===== src/rtl/rip_lsu_align.sv =====
// rip_lsu_align: load/store access stage between execute and the data-memory port.
//   Accepts one byte/half/word/double access at a time and places it on a 64-bit
//   doubleword-addressed bus with byte strobes. Load data is aligned and then
//   sign- or zero-extended to D_WIDTH for writeback. Misaligned accesses return
//   a fault response and never touch memory.
// Ports:
//   clk, rstn                 clock, async active-low reset
//   req_*  (valid/ready)      access request from execute
//   mem_*  (valid/ready)      doubleword memory request
//   mem_rvalid/mem_rdata      memory response (load data or store ack)
//   resp_* (valid/ready)      result to writeback, including the misalign flag

package rip_lsu_pkg;
  localparam int B_WIDTH = 8;
  localparam int H_WIDTH = 16;
  localparam int W_WIDTH = 32;
  localparam int D_WIDTH = 64;
  localparam int NUM_LANES = D_WIDTH / B_WIDTH;

  typedef struct packed {
    logic       we;
    logic [1:0] size;
    logic       uns;
  } acc_t;
endpackage

// One byte lane of the store path: strobe and data byte for lane LANE given
// the byte offset and access size of the current request.
module rip_lsu_align_lane
  import rip_lsu_pkg::*;
#(
  parameter int LANE = 0
) (
  input  logic [2:0]         off,
  input  logic [1:0]         size,
  input  logic [D_WIDTH-1:0] wdata,
  output logic               strb,
  output logic [B_WIDTH-1:0] wbyte
);
  // diff = position of this lane inside the access; bit 3 set means the lane
  // lies below the access offset.
  logic [3:0] diff;

  always_comb begin
    diff  = 4'(LANE) - {1'b0, off};
    strb  = ~diff[3] & ({1'b0, diff[2:0]} < (4'd1 << size));
    wbyte = diff[3] ? '0 : wdata[{diff[2:0], 3'b000} +: B_WIDTH];
  end
endmodule

module rip_lsu_align
  import rip_lsu_pkg::*;
#(
  parameter int ADDR_WIDTH = 32,
  parameter int RD_WIDTH   = 5
) (
  input  logic                   clk,
  input  logic                   rstn,
  input  logic                   req_valid,
  output logic                   req_ready,
  input  logic                   req_we,
  input  logic [1:0]             req_size,
  input  logic                   req_unsigned,
  input  logic [ADDR_WIDTH-1:0]  req_addr,
  input  logic [D_WIDTH-1:0]     req_wdata,
  input  logic [RD_WIDTH-1:0]    req_rd,
  output logic                   mem_valid,
  input  logic                   mem_ready,
  output logic                   mem_we,
  output logic [ADDR_WIDTH-1:0]  mem_addr,
  output logic [NUM_LANES-1:0]   mem_wstrb,
  output logic [D_WIDTH-1:0]     mem_wdata,
  input  logic                   mem_rvalid,
  input  logic [D_WIDTH-1:0]     mem_rdata,
  output logic                   resp_valid,
  input  logic                   resp_ready,
  output logic [D_WIDTH-1:0]     resp_data,
  output logic [RD_WIDTH-1:0]    resp_rd,
  output logic                   resp_we,
  output logic                   resp_misalign
);
  // One-hot so the handshake outputs come straight off a flop.
  typedef enum logic [3:0] {
    S_IDLE = 4'b0001,
    S_REQ  = 4'b0010,
    S_WAIT = 4'b0100,
    S_RESP = 4'b1000
  } state_t;

  state_t state, state_nxt;

  acc_t                          acc;
  logic [ADDR_WIDTH-1:0]         addr_q;
  logic [D_WIDTH-1:0]            wdata_q;
  logic [RD_WIDTH-1:0]           rd_q;
  logic                          misal;
  logic [D_WIDTH-1:0]            ld_shift, ld_ext;
  logic [NUM_LANES-1:0]          strb_l;
  logic [NUM_LANES-1:0][B_WIDTH-1:0] wdata_l;

  // Alignment check on the incoming request.
  always_comb begin
    unique case (req_size)
      2'd0:    misal = 1'b0;
      2'd1:    misal = req_addr[0];
      2'd2:    misal = |req_addr[1:0];
      default: misal = |req_addr[2:0];
    endcase
  end

  // State register.
  always_ff @(posedge clk or negedge rstn) begin
    if (!rstn) state <= S_IDLE;
    else       state <= state_nxt;
  end

  // Next state. A response is only registered in WAIT, so an rvalid in the
  // accept cycle or after a reset-abandoned access is dropped.
  always_comb begin
    state_nxt = state;
    unique case (state)
      S_IDLE:  if (req_valid)  state_nxt = misal ? S_RESP : S_REQ;
      S_REQ:   if (mem_ready)  state_nxt = S_WAIT;
      S_WAIT:  if (mem_rvalid) state_nxt = S_RESP;
      S_RESP:  if (resp_ready) state_nxt = S_IDLE;
      default:                 state_nxt = S_IDLE;
    endcase
  end

  // Request capture and response data.
  always_ff @(posedge clk or negedge rstn) begin
    if (!rstn) begin
      acc           <= '0;
      addr_q        <= '0;
      wdata_q       <= '0;
      rd_q          <= '0;
      resp_data     <= '0;
      resp_misalign <= 1'b0;
    end else begin
      if (state == S_IDLE && req_valid) begin
        acc           <= '{we: req_we, size: req_size, uns: req_unsigned};
        addr_q        <= req_addr;
        wdata_q       <= req_wdata;
        rd_q          <= req_rd;
        resp_data     <= '0;
        resp_misalign <= misal;
      end
      if (state == S_WAIT && mem_rvalid)
        resp_data <= acc.we ? '0 : ld_ext;
    end
  end

  // Store path, one instance per byte lane.
  for (genvar l = 0; l < NUM_LANES; l++) begin : g_lane
    rip_lsu_align_lane #(.LANE(l)) u_lane (
      .off   (addr_q[2:0]),
      .size  (acc.size),
      .wdata (wdata_q),
      .strb  (strb_l[l]),
      .wbyte (wdata_l[l])
    );
  end

  // Load path: bring the addressed bytes down to bit 0, then extend.
  always_comb begin
    ld_shift = mem_rdata >> {addr_q[2:0], 3'b000};
    unique case (acc.size)
      2'd0: ld_ext = {{(D_WIDTH-B_WIDTH){~acc.uns & ld_shift[B_WIDTH-1]}}, ld_shift[B_WIDTH-1:0]};
      2'd1: ld_ext = {{(D_WIDTH-H_WIDTH){~acc.uns & ld_shift[H_WIDTH-1]}}, ld_shift[H_WIDTH-1:0]};
      2'd2: ld_ext = {{(D_WIDTH-W_WIDTH){~acc.uns & ld_shift[W_WIDTH-1]}}, ld_shift[W_WIDTH-1:0]};
      default: ld_ext = ld_shift;
    endcase
  end

  // Outputs. Memory-side fields are zeroed outside REQ so the bus is quiet
  // when idle; inside REQ they come from captured state and stay stable.
  always_comb begin
    req_ready  = state[0];
    mem_valid  = state[1];
    resp_valid = state[3];
    mem_we     = mem_valid & acc.we;
    mem_addr   = mem_valid ? {addr_q[ADDR_WIDTH-1:3], 3'b000} : '0;
    mem_wstrb  = mem_valid ? strb_l : '0;
    mem_wdata  = mem_valid ? wdata_l : '0;
    resp_rd    = rd_q;
    resp_we    = acc.we;
  end
endmodule


===== config.mk =====
export PLATFORM = sky130hd
export DESIGN_NAME = rip_lsu_align
export DESIGN_NICKNAME = d
export VERILOG_FILES = /design/src/rtl/rip_lsu_align.sv
export SDC_FILE = /design/constraint.sdc
export NUM_CORES = 1
export LEC_CHECK = 0
export BUFFER_PORTS_ARGS = -buffer_cell sky130_fd_sc_hd__buf_2
export CELL_PAD_IN_SITES_DETAIL_PLACEMENT = 1
export CELL_PAD_IN_SITES_GLOBAL_PLACEMENT = 1
export CORE_MARGIN = 1.5
export CORE_UTILIZATION = 30
export DETAILED_ROUTE_END_ITERATION = 8
export PLACE_DENSITY_LB_ADDON = 0.1
export SYNTH_ARGS = -nofsm -noshare
export SYNTH_HDL_FRONTEND = slang
export SYNTH_SLANG_ARGS = --single-unit

===== constraint.sdc =====
create_clock -name clk -period 4.7 [get_ports clk]
set_clock_uncertainty 0.2 [all_clocks]
set_input_delay 0.235 -clock clk [delete_from_list [all_inputs] [get_ports clk]]
set_output_delay 0.235 -clock clk [all_outputs]
set_load 0.05 [all_outputs]

==> results of run 1 <==
==> routing by layer <==
| layer | vias to the layer above | wire length (um) |
|---|---|---|
| li1 | 4779 | - |
| met1 | 5319 | 18000 |
| met2 | 309 | 23800 |
| met3 | 42 | 2440 |
| met4 | 0 | 1130 |
| met5 | - | 0 |
==> power by group <==
group	leakage, nW	switching (W)	internal, W	total [W]
Sequential	2.19	0.000565	0.00200	0.00256
Combinational	4.66	0.00396	0.00274	0.00670
Clock	0.285	0.000676	0.000817	0.00149
==> metrics by stage <==
stage	instances	worst slack [ns]	instance area (um^2)	power, W
after floorplan	1076	0.684	11300	0.00731
after global placement	1864	1.18	13500	0.00913
after detailed placement	1864	1.20	13500	0.00924
after CTS	2016	0.688	15300	0.0109
after global routing	2017	0.431	15300	0.0115
final	2019	0.712	15300	0.0108
==> worst min-delay path, cell delays in order <==
cell and delay (ns):
buf_2 0.11, a2bb2oi_1 0.08, nand2_1 0.07, o211ai_1 0.09, nand3_1 0.08
==> timing repair <==
item	4_1_cts	5_1_grt
buffers inserted	0	0
hold buffers	120	0
setup endpoints to repair	0	0
hold endpoints to repair	212	0
==> state kept, by name (all words and copies together), names as in the netlist <==
signal,cells
acc,3
addr_q,32
resp_data,64
resp_misalign,1
resp_rd,5
resp_we,1
state,4
wdata_q,64
==> final timing paths <==
kind,start,end,slack (ns)
max in group asynchronous,rstn,state[1]$_DFFE_PN0P_,3.01
hold reg to reg,resp_data[7]$_DFFE_PN0P_,resp_data[7]$_DFFE_PN0P_,0.27
hold / removal,mem_rdata[54],resp_data[14]$_DFFE_PN0P_,0.05
setup reg to reg,addr_q[0]$_DFFE_PN0P_,resp_data[46]$_DFFE_PN0P_,1.41
setup / recovery,addr_q[1]$_DFFE_PN0P_,mem_wstrb[2],0.71
min in group asynchronous,rstn,resp_data[35]$_DFFE_PN0P_,0.19
==> area by class of cell <==
| class | instances | area share (%) |
|---|---|---|
| diodes | 3 | 0.0489 |
| inverters | 12 | 0.294 |
| repair buffers | 491 | 20.7 |
| clock buffers | 20 | 2.98 |
| clock inverters | 12 | 0.881 |
| flip-flops and latches | 174 | 28.5 |
| well taps | 504 | 4.11 |
| multi-input cells | 803 | 42.5 |
==> layout by cell type, fill, tap and decap left out, types with 3 or more instances in the layout <==
master / instances
nor2b_1: 10
nand2_1: 190
o211ai_1: 8
and2_1: 40
a221o_1: 16
mux2_2: 124
clkinv_1: 4
ha_1: 19
buf_12: 4
o2bb2ai_1: 5
nor2_1: 41
a22o_1: 5
mux2i_1: 39
conb_1: 3
clkbuf_8: 3
dlygate4sd3_1: 120
nor3_1: 13
a21boi_0: 10
o22ai_1: 11
a31oi_1: 4
buf_2: 348
mux4_2: 73
a21oi_1: 75
clkbuf_16: 17
inv_1: 7
o21ai_1: 32
buf_4: 18
a21o_1: 10
clkinvlp_4: 3
nand2b_1: 3
clkinv_2: 3
nand4_1: 3
diode_2: 3
nand3_1: 5
dfrtp_1: 169
a221oi_1: 6
o21ai_0: 27
a22oi_1: 6
==> cells by family (layout without fill, tap and decap cells) <==
group / count (synthesis) / count (layout)
flip-flops: 174 / 174
other: 1 / 6
XOR/XNOR: 2 / 2
multiplexers: 236 / 236
buffers and inverters: 99 / 535
adder cells (fa/ha/maj): 19 / 19
AO/OA/AOI/OAI: 227 / 227
AND/OR/NAND/NOR: 316 / 316
==> out/results.txt, run 1 <==
Outcome = completed
Clk sink count = 174
Crit path buf inv count = 4
# nets final = 1693
Met3 usage in global routing = 5.33%
Met1 usage = 27.2%
Final setup fails = 0
Yosys top cell by area = dfrtp_1
Compound-gate portion of the synthesized area = 12.7%
Synth Area in Adders = 2.10%
I/O Buffers = 350
WL per Instance = 22.5 um
DR iter-0 viols = 559
DIE WIDTH = 197 um
RSZ-0062 raised after global routing = no
Top post-synthesis cells by area = dfrtp_1 38%, mux4_2 15%, mux2_2 12%
Vias in the first global route = 11100
Final setup TNS = 0 ns
Worst hold path type = primary input to register
Vias = 10400
Synth Flop Type = dfrtp_1
GR peak layer = met2
Lkg Pwr = 7.14 nW
Post-layout minimum cycle time = 3.99 ns
GRT Util Overall = 23.3%
Syn Inst Count = 1074
Slew Viols, Final = 0
Final hold violations = 0
Simple-gate portion of the synthesized area = 12.3%
Number of synthesized flops with an enable pin = 0
Wire length of the first global-routing pass = 67400 um
Worst r2r path cells = 5
Slew headroom = 23.4%
Hpwl dp = 32700 um
Reg area = 0.00437 mm^2
H-tree levels = 4
Worst Max-Slew Pin Slew = 1.15 ns
Die height = 197 um
Hold slack = 0.0548 ns
Largest net degree at the start of global routing = 107
# rows = 70
Clk buf depth = 2
Post-synthesis sequential area ratio = 38.5%
First-pass DRT Iterations = 4
Cells along the critical path = buf_12 -> ha_1 -> xnor2_1 -> buf_4 -> clkinv_1 -> ha_1 -> a21o_1 -> a21oi_1 -> buf_2
Grt ovf = 0
Maxcap violations = 0
Worst vdd ir = 0.395 mV
Multi-input gate area = 0.00653 mm^2
Ports = 354
Pwr per Cell Area = 701 mW/mm^2
Root Driver = clkbuf_16
Initial antenna violation count = 1
Layout cells sized above 1 = 40.5%
Dominant combinational cell family by area after synthesis = multiplexers
Clk_lat worst skew = 0.45 ns
Global placement routability congestion = 0.876
Fmax = 251 MHz
Post-cts resize count = 0
Mean Syn Cell Area = 10.5 um^2
CP most frequent cell = ha_1
Routed WL = 45300 um
Mux contribution to synthesized area = 30.4%
Post-route ant nets = 0
CP peak stage delay = 0.47 ns
Req. time, crit path = 4.26 ns
Yosys Warn Count = 0
Arr. time, crit path = 3.55 ns
CTS tree = built
Grt met2 use = 42.4%
Async S/R FF share, synth = 100%
Hold Path Depth = 5
# fillers = 4239
Core area = 0.0369 mm^2
Clock transition at path regs = 0.07 ns
Number of cells on the critical path = 9
FF+latch count, synth = 174
Commonest cells post-synth = 191 x nand2_1, 173 x dfrtp_1, 124 x mux2_2, 75 x a21oi_1, 73 x mux4_2
Post-synthesis cell type count = 55
CP endpoint kind = primary output
Critical Path Source Type = register
Mapped Area = 0.0113 mm^2
Most frequent cell after synthesis = nand2_1
Period Utilization, post-route = 84.8%
Worst path slowest cell = buf_12
Die footprint = 0.0388 mm^2
Post-DR vias/cell = 5.18
XOR/XNOR Fraction of Synth Area = 0.155%
Crit path kind = register to primary output
Maximum fanout along the worst path = 106
CTS Buf Count = 17
P&R area growth vs syn = 35.7%
Drt drc = 0
Finished Core Util = 41.6%
Synth top area share = 38.3%
Initial core utilization = 30.6%
CP top delay family = buffers and inverters
(Power assumes the default switching activity.)
==> inputs of run 2 (changes only) <==
==> constraint.sdc (replaced) <==
create_clock -name clk -period 3.6 [get_ports clk]
set_clock_uncertainty 0.2 [all_clocks]
set_input_delay 0.18 -clock clk [delete_from_list [all_inputs] [get_ports clk]]
set_output_delay 0.18 -clock clk [all_outputs]
set_load 0.05 [all_outputs]
==> out/results.txt, run 2 (synthesized netlist as in run 1, its figures left out) <==
Outcome = completed (unchanged)
GR peak layer = met2 (unchanged)
Vias = 10600 (was 10400)
Ports = 354 (unchanged)
Crit Reg-Reg Endpoint = resp_data[47]$_DFFE_PN0P_ (was resp_data[46]$_DFFE_PN0P_)
Initial core utilization = 30.6% (unchanged)
Met3 usage in global routing = 6.11% (was 5.33%)
Critical Path Start = addr_q[1]$_DFFE_PN0P_ (unchanged)
Crit path buf inv count = 2 (was 4)
Grt ovf = 0 (unchanged)
Die footprint = 0.0388 mm^2 (unchanged)
Post-DR vias/cell = 5.20 (was 5.18)
Slew headroom = 29.6% (was 23.4%)
R2r startpoint = addr_q[2]$_DFFE_PN0P_ (was addr_q[0]$_DFFE_PN0P_)
Root Driver = clkbuf_16 (unchanged)
Slew Viols, Final = 0 (unchanged)
First-pass DRT Iterations = 5 (was 4)
Vias in the first global route = 11200 (was 11100)
Post-route ant nets = 0 (unchanged)
Maxcap violations = 0 (unchanged)
CP endpoint kind = primary output (unchanged)
Die height = 197 um (unchanged)
Clock transition at path regs = 0.08 ns (was 0.07 ns)
Fmax = 293 MHz
I/O Buffers = 350 (unchanged)
Clk sink count = 174 (unchanged)
Period Utilization, post-route = 94.9%
Global placement routability congestion = 0.880 (was 0.876)
GRT Util Overall = 23.9% (was 23.3%)
Pwr per Cell Area = 921 mW/mm^2 (was 701 mW/mm^2)
Drt drc = 0 (unchanged)
Worst Max-Slew Pin Slew = 1.05 ns (was 1.15 ns)
Maximum fanout along the worst path = 26 (was 106)
CTS tree = built (unchanged)
# fillers = 4218 (was 4239)
Post-cts resize count = 0 (unchanged)
Reg area = 0.00437 mm^2 (unchanged)
Worst path slowest cell = o21ai_1 (was buf_12)
Lkg Pwr = 7.22 nW (was 7.14 nW)
DR iter-0 viols = 422 (was 559)
Grt met2 use = 42.8% (was 42.4%)
Worst vdd ir = 0.562 mV (was 0.395 mV)
Commonest non-fill, non-tap cell in the layout = buf_2 (unchanged)
Post-layout minimum cycle time = 3.42 ns
R2r setup slk = 0.65 ns (was 1.41 ns)
Hpwl dp = 34000 um (was 32700 um)
Crit path kind = register to primary output (unchanged)
RSZ-0062 raised after global routing = no (unchanged)
Clk_lat worst skew = 0.45 ns (about the same)
Worst r2r path cells = 6 (was 5)
Final hold violations = 0 (unchanged)
DIE WIDTH = 197 um (unchanged)
Clk buf depth = 2 (unchanged)
Most frequent cells in the layout = 346 x buf_2, 190 x nand2_1, 169 x dfrtp_1, 124 x mux2_2, 119 x dlygate4sd3_1 (was 348 x buf_2, 190 x nand2_1, 169 x dfrtp_1, 124 x mux2_2, 120 x dlygate4sd3_1)
CP top delay family = compound AO/OA/AOI/OAI gates (was buffers and inverters)
Met1 usage = 27.6% (was 27.2%)
WL per Instance = 22.8 um (was 22.5 um)
Setup crit end = mem_wdata[16] (was mem_wstrb[2])
Power after layout = 0.0143 W (was 0.0108 W)
Largest regs = resp_data: 64 flops, wdata_q: 64 flops, addr_q: 32 flops (unchanged)
Largest net degree at the start of global routing = 102 (was 107)
Wire length of the first global-routing pass = 69400 um (was 67400 um)
Worst hold path type = primary input to register (unchanged)
Layout cells sized above 1 = 41.9% (was 40.5%)
Number of cells on the critical path = 6 (was 9)
# nets final = 1705 (was 1693)
Cells along the critical path = buf_4 -> ha_1 -> nor2b_1 -> o21ai_1 -> a21oi_1 -> buf_2 (was buf_12 -> ha_1 -> xnor2_1 -> buf_4 -> clkinv_1 -> ha_1 -> a21o_1 -> a21oi_1 -> buf_2)
P&R area growth vs syn = 37.6% (was 35.7%)
Final setup TNS = 0 ns (unchanged)
Multi-input gate area = 0.00658 mm^2 (was 0.00653 mm^2)
Core area = 0.0369 mm^2 (unchanged)
Arr. time, crit path = 3.04 ns (was 3.55 ns)
Req. time, crit path = 3.22 ns (was 4.26 ns)
# rows = 70 (unchanged)
Routed WL = 46300 um (was 45300 um)
Initial antenna violation count = 5 (was 1)
Critical Path Source Type = register (unchanged)
CP peak stage delay = 0.81 ns (was 0.47 ns)
Final setup fails = 0 (unchanged)
CTS Buf Count = 17 (unchanged)
H-tree levels = 4 (unchanged)
==> run 2: changes by cell type in the layout (fill, tap and decap cells not counted), sizes merged <==
cell         previous run  this run
buf                   370       383
bufinv                  2         3
dlygate4sd3           120       119
diode                   3         1
clkbuf                 21        19
clkinv                  8         7
inv                    11        13
==> run 2: area by class of cell <==
cell class / count / share of cell area, %
diodes: 1 / 0.0161
clock buffers: 18 / 2.83
clock inverters: 14 / 1.14
inverters: 12 / 0.290
multi-input cells: 803 / 42.3
flip-flops and latches: 174 / 28.1
well taps: 504 / 4.06
repair buffers: 503 / 21.2
==> run 2: worst min-delay path by stage <==
stage | from | endpoint | slack, ns | cells past startpoint
final | mem_rdata[4] | resp_data[4]$_DFFE_PN0P_ | 0.02 | 6
after global routing | mem_rdata[54] | resp_data[14]$_DFFE_PN0P_ | 0.04 | 5
after CTS | mem_rdata[4] | resp_data[4]$_DFFE_PN0P_ | 0.006 | 6
after detailed placement | rstn | resp_data[59]$_DFFE_PN0P_ | 0.07 | 1
after global placement | rstn | resp_data[59]$_DFFE_PN0P_ | 0.08 | 1
after floorplan | rstn | acc[0]$_DFFE_PN0P_ | -0.32 | 0
==> run 2: power breakdown <==
| part | switching, W | leakage [nW] | internal (W) |
|---|---|---|---|
| combinational | 0.00522 | 4.73 | 0.00368 |
| clock | 0.000887 | 0.296 | 0.00112 |
| sequential | 0.000802 | 2.19 | 0.00261 |
==> run 2: repair_timing <==
item                                    in CTS  in global routing
buffers inserted                             0                  2
endpoints found under the setup margin       0                  4
hold buffers                               119                  0
endpoints found under the hold margin      194                  0
==> run 2: per-layer routing <==
layer  wire, um  up-vias
met5         56        -
met4       1400        8
met3       2720       53
met2      24000      310
met1      18200     5374
li1           -     4811
==> run 2: per-stage QoR <==
stage	area, um^2	setup slack, ns	util, %	cells	hold WS (ns)
3_5_place_dp	13700	0.572	37.2	1875	0.0716
4_1_cts	15500	0.0489	42.1	2026	0.00637
6_report	15500	0.182	42.2	2029	0.0176
5_1_grt	15500	0.0447	42.2	2029	0.0394
2_1_floorplan	11400	-0.0639	-	1076	-0.316
3_3_place_gp	13700	0.640	37.2	1875	0.0792
==> run 2: tightest hold or removal path: cells and delay by family <==
family	cells	cell delay, ns
compound gates	3	0.27
buf+inv	1	0.07
mux	1	0.06
simple gates	1	0.07
